===== src/rtl/array_arb2.sv =====
// Two-client arbiter sharing one downstream array memory; one transaction in flight at a time.
// Define ARRAY_ARB_RR_EN for round-robin tie-breaking; otherwise client A wins every tie.
module array_arb2 #(
    parameter int INT_N  = 8,
    parameter int ADDR_N = 8
) (
    input  logic              clk,
    input  logic              rst,
    input  logic [ADDR_N-1:0] a_addr,
    input  logic              a_we,
    input  logic [INT_N-1:0]  a_di,
    input  logic              a_valid,
    output logic [INT_N-1:0]  a_do,
    output logic              a_ready,
    input  logic [ADDR_N-1:0] b_addr,
    input  logic              b_we,
    input  logic [INT_N-1:0]  b_di,
    input  logic              b_valid,
    output logic [INT_N-1:0]  b_do,
    output logic              b_ready,
    output logic [ADDR_N-1:0] m_addr,
    output logic              m_we,
    output logic [INT_N-1:0]  m_di,
    output logic              m_valid,
    input  logic [INT_N-1:0]  m_do,
    input  logic              m_ready
);

    typedef enum logic [1:0] {IDLE, BUSY_A, BUSY_B} state_t;

    state_t            state_reg, state_next;
    logic [ADDR_N-1:0] m_addr_reg, m_addr_next;
    logic              m_we_reg, m_we_next;
    logic [INT_N-1:0]  m_di_reg, m_di_next;
    logic              m_valid_reg, m_valid_next;
    logic              grant_a, grant_b;
    logic              prefer_a;

`ifdef ARRAY_ARB_RR_EN
    // last_b_reg is 1 when B held the most recent grant; a tie then goes to A.
    logic last_b_reg, last_b_next;
    assign prefer_a = last_b_reg;
`else
    assign prefer_a = 1'b1;
`endif

    always_comb begin
        state_next   = state_reg;
        m_addr_next  = m_addr_reg;
        m_we_next    = m_we_reg;
        m_di_next    = m_di_reg;
        m_valid_next = m_valid_reg;
        grant_a      = 1'b0;
        grant_b      = 1'b0;
`ifdef ARRAY_ARB_RR_EN
        last_b_next  = last_b_reg;
`endif
        case (state_reg)
            IDLE: begin
                grant_a = a_valid && (!b_valid || prefer_a);
                grant_b = b_valid && !grant_a;
                if (grant_a) begin
                    m_addr_next  = a_addr;
                    m_we_next    = a_we;
                    m_di_next    = a_di;
                    m_valid_next = 1'b1;
                    state_next   = BUSY_A;
`ifdef ARRAY_ARB_RR_EN
                    last_b_next  = 1'b0;
`endif
                end else if (grant_b) begin
                    m_addr_next  = b_addr;
                    m_we_next    = b_we;
                    m_di_next    = b_di;
                    m_valid_next = 1'b1;
                    state_next   = BUSY_B;
`ifdef ARRAY_ARB_RR_EN
                    last_b_next  = 1'b1;
`endif
                end
            end
            BUSY_A, BUSY_B: begin
                if (m_ready) begin
                    m_valid_next = 1'b0;
                    state_next   = IDLE;
                end
            end
            default: begin
                m_valid_next = 1'b0;
                state_next   = IDLE;
            end
        endcase
    end

    always_ff @(posedge clk) begin
        if (rst) begin
            state_reg   <= IDLE;
            m_addr_reg  <= '0;
            m_we_reg    <= 1'b0;
            m_di_reg    <= '0;
            m_valid_reg <= 1'b0;
`ifdef ARRAY_ARB_RR_EN
            last_b_reg  <= 1'b1;
`endif
        end else begin
            state_reg   <= state_next;
            m_addr_reg  <= m_addr_next;
            m_we_reg    <= m_we_next;
            m_di_reg    <= m_di_next;
            m_valid_reg <= m_valid_next;
`ifdef ARRAY_ARB_RR_EN
            last_b_reg  <= last_b_next;
`endif
        end
    end

    assign m_addr  = m_addr_reg;
    assign m_we    = m_we_reg;
    assign m_di    = m_di_reg;
    assign m_valid = m_valid_reg;

    // Response steering: index 0 is client A, index 1 is client B. Reset suppresses a
    // completion that coincides with an aborted transaction.
    logic [1:0]       cl_busy;
    logic [1:0]       cl_ready;
    logic [INT_N-1:0] cl_do [2];

    assign cl_busy = {state_reg == BUSY_B, state_reg == BUSY_A};

    generate
        for (genvar gi = 0; gi < 2; gi++) begin : g_resp
            assign cl_ready[gi] = cl_busy[gi] && m_ready && !rst;
            assign cl_do[gi]    = cl_ready[gi] ? m_do : '0;
        end
    endgenerate

    assign a_ready = cl_ready[0];
    assign b_ready = cl_ready[1];
    assign a_do    = cl_do[0];
    assign b_do    = cl_do[1];

endmodule


===== config.mk =====
export PLATFORM = sky130hd
export DESIGN_NAME = array_arb2
export DESIGN_NICKNAME = d
export VERILOG_FILES = /design/src/rtl/array_arb2.sv
export SDC_FILE = /design/constraint.sdc
export NUM_CORES = 1
export LEC_CHECK = 0
export CAP_MARGIN = 5
export CELL_PAD_IN_SITES_DETAIL_PLACEMENT = 0
export CELL_PAD_IN_SITES_GLOBAL_PLACEMENT = 2
export CORE_MARGIN = 2
export CORE_UTILIZATION = 34
export CTS_CLUSTER_DIAMETER = 40
export DETAILED_ROUTE_END_ITERATION = 8
export DONT_BUFFER_PORTS = 1
export PLACE_DENSITY_LB_ADDON = 0.1
export SLEW_MARGIN = 20
export SYNTH_ARGS = -nofsm -noshare
export SYNTH_HDL_FRONTEND = slang
export SYNTH_SLANG_ARGS = --single-unit

===== constraint.sdc =====
create_clock -name clk -period 2 [get_ports clk]
set_input_delay 0.1 -clock clk [delete_from_list [all_inputs] [get_ports clk]]
set_output_delay 0.1 -clock clk [all_outputs]
set_load 0.005 [all_outputs]

==> After elaboration in Yosys (flattened, before gate mapping) <==
Index checks and enable logic that the tools add are counted.
{ "word_totals": {"reg_bits": 20, "input_bits": 47, "out_inout_bits": 36, "elab_cells": 37} }
{ "op_classes": {"n_eq_ne": 4, "n_mux": 16, "reduce_logical": 12} }
{ "ops": {"columns": ["cell", "count"], "rows": [
  ["$mux W8", 6],
  ["$mux W2", 3],
  ["$logic_and A1 B1 Y1", 5],
  ["$mux W1", 5],
  ["$pmux W2 S2", 1],
  ["$reduce_and A2 Y1", 2],
  ["$ne A3 B3 Y1 const B", 1],
  ["$eq A2 B1 Y1 const B", 1],
  ["$eq A2 B2 Y1 const B", 1],
  ["$logic_not A1 Y1", 2],
  ["$logic_not A2 Y1", 1],
  ["$ne A2 B2 Y1 const B", 1],
  ["$pmux W1 S2", 1],
  ["$reduce_bool A2 Y1", 1],
  ["$reduce_or A2 Y1", 1]
]} }

==> Longest topological paths before layout <==
Gate-level depths: netlist of the first run.
{ "depth": {"depth_word": 5, "depth_mapped": 7, "mapped_depth_nobuf": 5} }

==> Least setup slack after synthesis of the first run <==
Ideal clock, no wire load.
{ "synth_path": {"path_kind": "flip-flop to flip-flop", "from": "reg state_reg[0]", "to": "reg m_addr_reg[7], in the netlist m_addr[7]", "setup_time_ns": 0.137, "arrival_ns": 1.134, "required_ns": 1.863, "setup_slack_ns": 0.729, "stages_incl_launch_ff": 8, "n_path_buf": 2, "period_less_slack_ns": 1.271, "path_cell_list": "dfxtp_1 > inv_1 > ha_1 > o21a_1 > buf_4 > buf_6 > nor2_1 > a211oi_2"} }
{ "synth_via": {"elab_chain_cells": 2} }
{ "synth_lines": {"columns": ["element", "line_no", "rtl"], "rows": [
  ["start: declaration", "31", "state_t state_reg, state_next;"],
  ["start signal: assignment", "106", "state_reg <= state_next;"],
  ["$logic_not A2 Y1", "58", "case (state_reg)"],
  ["$reduce_and A2 Y1 (no source line)", null, null],
  ["end signal: assignment", "107", "m_addr_reg <= m_addr_next;"],
  ["end: declaration", "32", "logic [ADDR_N-1:0] m_addr_reg, m_addr_next;"]
]} }
No other way between the ends.
A chain may end at the register's enable or synchronous reset.

==> Worst setup path after layout of the first run <==
{ "layout_path": {"from": "reg state_reg[1]", "to": "reg m_addr_reg[6], in the netlist m_addr[6]"} }
Same word-level chain as after synthesis.

==> qor.csv, run 1 <==
metric;value;unit
synth-edff-count;0;
path_cells;inv_1 > ha_1 > o21a_1 > buf_4 > nor2_1 > a211oi_1;
synth_ff_type;dfxtp_1;
endpoint_kind;flop;
synth_top_area_frac;0.353;
ios;83;
syn_to_final_growth;6.62;%
dr_total_vias;817;
ys_async_sr_fraction;0;
port_buffers;0;
remaining_drc_errors;0;
drive_gt1_frac;0.161;
grtUsageTotal;0.120;
cap_viol_max_count;0;
nFillCells;324;
drt-initial-drc-count;22;
critPathMaxFanout;34;
grt_start_max_net_pins;35;
finalPower;0.941;mW
synthTopCellsByArea;dfxtp_1 35%, mux2i_1 15%, a211oi_2 14%;
finalNetCount;169;
syn_nets;169;
row_count;20;
clockRootBuffer;clkbuf_4;
slew_viol_final;0;
ys_types;22;
dpl.hpwl;1710;µm
final-instance-count-excl-fill;162;
htree_num_levels;1;
rsz0062_at_grt;false;
initial_core_util;0.365;
n_antenna_cell;0;
wl;2340;µm
die_y;61.7;µm
whs;0.0250;ns
clock-sinks;20;
syn_avg_cell_area;9.53;µm²
yosysSeqAreaShare;0.353;
dp_cells;154;
pwr_density_cell;778;nW/µm²
cts_buffers;3;
required;2.22;ns
fin_ws;0.478;ns
worst_ep_arrival_time;1.74;ns
coreArea;3100;µm²
slew_headroom;0.301;
cpMaxStageDelayCell;dfxtp_1;
final.setup.tns;0;ns
dr.pass1.iters;4;
min_path_type;in2reg;
fmax;657;MHz
antenna_found_initial;0;
die_area;3810;µm²
cts_tree;yes;
finalHoldViolations;0;
grt_pass1_wl;3310;µm
final_min_period_over_clock_period;0.761;
cp-start-kind;flop;
overflow;0;
crit_type;reg2reg;
dp_slack;0.505;ns
setup_viol;0;
ys_warn_count;0;
routed_via_density;5.04;
synth-seq-cells;20;
critPathMaxStageDelay;0.35;ns
period_minus_slack;1.52;ns
synth_cells;119;
ir_worst_vdd;0.463;mV
tightest_slew;1.05;ns
mappedNetlistArea;1130;µm²
wire_per_inst;14.5;µm
die_width;61.7;µm
clk_latency;0.30;ns
gp_congestion;0.771;
path_clk_slew;0.12;ns
detail-route-antenna-nets;0;
cellLeakagePower;0.495;nW
run_status;finished clean;
clock_skew;0.00660;ns
clk_path_buf_depth;2;
yosysTopAreaCell;dfxtp_1;
grt_pass1_vias;718;
[worst max-delay path, delay by kind of cell, from the launching register on]
kind,cells,cell delay (ns)
flops,1,0.35
buf+inv,2,0.43
fa+ha+maj,1,0.22
simple gates,1,0.07
compound gates,2,0.36
[final timing paths]
check / start / endpoint / slack (ns) / cells after the start
max: state_reg[1]$_SDFFE_PP0P_ / m_addr[6]$_SDFFE_PP0P_ / 0.48 / 6
min: b_we / m_we$_SDFFE_PP0P_ / 0.02 / 2
max reg2reg: state_reg[1]$_SDFFE_PP0P_ / m_addr[6]$_SDFFE_PP0P_ / 0.48 / 6
min reg2reg: state_reg[0]$_SDFFE_PP0P_ / state_reg[0]$_SDFFE_PP0P_ / 0.52 / 2
[cell usage after synthesis (2+ instances only)]
| cell type | count |
|---|---|
| dfxtp_1 | 20 |
| nor2_1 | 18 |
| mux2i_1 | 17 |
| and2_1 | 16 |
| a211oi_2 | 13 |
| a211oi_1 | 4 |
| a21oi_1 | 4 |
| buf_2 | 3 |
| clkbuf_1 | 3 |
| ha_1 | 3 |
| and3b_1 | 2 |
| buf_4 | 2 |
| buf_6 | 2 |
| inv_1 | 2 |
| nor2b_1 | 2 |
| nor3_1 | 2 |
[cell families (layout without fill, tap and decap cells)]
family	after synthesis	after routing	share of synthesized area
simple gates	43	43	0.199
fa+ha+maj	3	3	0.0331
flops	20	20	0.353
compound gates	23	23	0.199
buf+inv	13	12	0.0662
mux	17	17	0.150
[stage by stage]
stage	area, µm²	util
floorplan	1130	-
global placement	1130	0.365
detailed placement	1130	0.365
CTS	1210	0.390
global route	1210	0.390
finish	1210	0.390
[metal layers]
layer,global-route usage,vias up,share of wire
li1,-,409,-
met4,0.0365,0,0.0060
met3,0.0580,2,0.15
met5,0,-,0
met1,0.144,344,0.41
met2,0.192,62,0.44
[layout make-up]
cell class	count	area (µm²)	area share
multi-input combinational	86	658	0.545
sequential	20	400	0.331
clock buffer	4	36.3	0.0300
tap	44	55.1	0.0455
timing repair buffer	5	47.5	0.0393
inverter	3	11.3	0.00932
[where the power goes]
part	internal, mW	leakage, nW	switching (mW)
combinational	0.0944	0.307	0.115
sequential	0.454	0.166	0.0417
clock	0.111	0.0210	0.125
total	0.660	0.495	0.281
[layout by cell type (no fill, tap or decap)]
cell type      netlist  layout
dfxtp_1             20      20
nor2_1              18      18
mux2i_1             17      17
and2_1              16      16
a211oi_2            13      13
a21oi_1              4       4
a211oi_1             4       4
dlygate4sd3_1        0       4
ha_1                 3       3
clkbuf_4             0       3
inv_1                2       2
and3b_1              2       2
nor2b_1              2       2
nor3_1               2       2
o21a_1               1       1
inv_2                1       1
nand2b_1             1       1
or2_1                1       1
nand3_1              1       1
o21ai_0              1       1
clkbuf_8             0       1
buf_4                2       1
[timing repair]
action	in CTS	in global routing
hold buffers	4	0
resized for setup	0	0
buffers inserted	0	0
hold endpoints to repair	20	0
Power figures use the tool's default switching activity.
==> inputs of run 2 (changes only) <==
- CORE_UTILIZATION: 34 -> 32
- clock period: 2 -> 1.59 ns (I/O delays scaled with it)
==> qor.csv, run 2 (synthesis gave the netlist of run 1 again) <==
metric;value;unit
run_status;finished clean;
cts_buffers;3;
antenna_found_initial;0;
drt-initial-drc-count;26;
setup_viol;0;
coreArea;3360;µm²
pwr-share-comb;0.239;
routed_via_density;4.98;
clk_path_buf_depth;2;
htree_num_levels;1;
clk_latency;0.30;ns
syn_to_final_growth;10.6;%
stdcell_area;1250;µm²
period_minus_slack;1.44;ns
detail-route-antenna-nets;0;
place_area;1150;µm²
endpoint;b_do[1];
critPathMaxFanout;9;
dr.pass1.iters;3;
cts_resized;0;
finalNetCount;172;
cap_viol_max_count;0;
worst_ep_arrival_time;1.36;ns
r2r-end;m_addr[3]$_SDFFE_PP0P_;
wire_per_inst;14.5;µm
drive_gt1_frac;0.157;
switching_share;0.295;
cts_setup_buffers;0;
finalHoldViolations;0;
switchingPower;0.354;mW
dpl.hpwl;1730;µm
clock-sinks;20;
required;1.51;ns
final_common_cell;dfxtp_1;
cts.hold.buffers_added;5;
final_cell_mix;20 x dfxtp_1, 18 x nor2_1, 17 x mux2i_1, 16 x and2_1, 13 x a211oi_2;
final.setup.tns;0;ns
worst-r2r-cell-count;6;
port_buffers;0;
die_area;4030;µm²
cp-start-kind;flop;
crit_type;reg2out;
rsz0062_at_grt;false;
ir_worst_vdd;0.458;mV
initial_core_util;0.337;
grt_start_max_net_pins;35;
grt_pass1_wl;3840;µm
rr_startpoint;state_reg[1]$_SDFFE_PP0P_;
slew_headroom;0.284;
grtUsageTotal;0.122;
fmax;694;MHz
ios;83;
cts_tree;yes;
p_int;0.846;mW
wl;2420;µm
seq_power_share;0.520;
worstSetupStartpoint;state_reg[0]$_SDFFE_PP0P_;
pwr_density_cell;957;nW/µm²
clockRootBuffer;clkbuf_4;
slew_viol_final;0;
gp_congestion;0.803;
remaining_drc_errors;0;
die_y;63.5;µm
dr_total_vias;831;
final_min_period_over_clock_period;0.906;
cellLeakagePower;0.512;nW
ff2ff_setup_slack;0.18;ns
n_antenna_cell;0;
min_path_type;in2reg;
row_count;21;
overflow;0;
endpoint_kind;primary output;
clkPwrFrac;0.240;
tightest_slew;1.07;ns
clock_skew;0.0106;ns
path_clk_slew;0.12;ns
die_width;63.5;µm
grt_pass1_vias;793;
## run 2: cell types whose count changed in the layout (fill, tap and decap cells not counted), sizes merged
| cell | previous run | this run |
|---|---|---|
| dlygate4sd3 | 4 | 7 |
## run 2: critical path: stages (launching register included)
cell     delay (ns)
dfxtp_1        0.36
inv_1          0.07
ha_1           0.19
and3b_1        0.26
and2_1         0.20
## run 2: worst min-delay path by stage
stage	cells after the start	from	slack, ns	endpoint
3_5_place_dp	1	rst	0.15	m_di[5]$_SDFFE_PP0P_
2_1_floorplan	2	b_valid	0.27	state_reg[1]$_SDFFE_PP0P_
5_1_grt	2	b_addr[6]	0.01	m_addr[6]$_SDFFE_PP0P_
4_1_cts	2	b_di[7]	0.004	m_di[7]$_SDFFE_PP0P_
3_3_place_gp	1	rst	0.15	m_addr[1]$_SDFFE_PP0P_
6_report	2	a_di[7]	0.008	m_di[7]$_SDFFE_PP0P_
## run 2: area by class of cell
cell class	count	area (µm²)
clock buffer	4	36.3
fill	345	2110
inverter	3	11.3
multi-input combinational	86	658
sequential	20	400
tap	46	57.6
timing repair buffer	8	90.1
## run 2: power groups by stage
stage	clock network (mW)	registers [mW]	logic [mW]
global route	0.324	0.635	0.326
detailed placement	0	0.639	0.265
finish	0.288	0.625	0.287
CTS	0.303	0.628	0.289
global placement	0	0.637	0.259
floorplan	0	0.622	0.262
## run 2: stage by stage
step	hold slack [ns]	total power, mW	util	std cells	worst slack [ns]
after floorplan	0.268	0.884	-	119	0.319
after global placement	0.150	0.895	0.341	156	0.277
final	0.00823	1.20	0.373	167	0.149
after CTS	0.00423	1.22	0.367	165	0.123
after global routing	0.0121	1.29	0.373	167	0.0130
after detailed placement	0.152	0.903	0.341	156	0.215
## run 2: metal layers
| layer | track usage | vias up | part of all wire |
|---|---|---|---|
| li1 | - | 412 | - |
| met1 | 0.139 | 372 | 0.40 |
| met2 | 0.209 | 45 | 0.49 |
| met3 | 0.0393 | 2 | 0.098 |
| met4 | 0.0489 | 0 | 0.0074 |
| met5 | 0 | - | 0 |
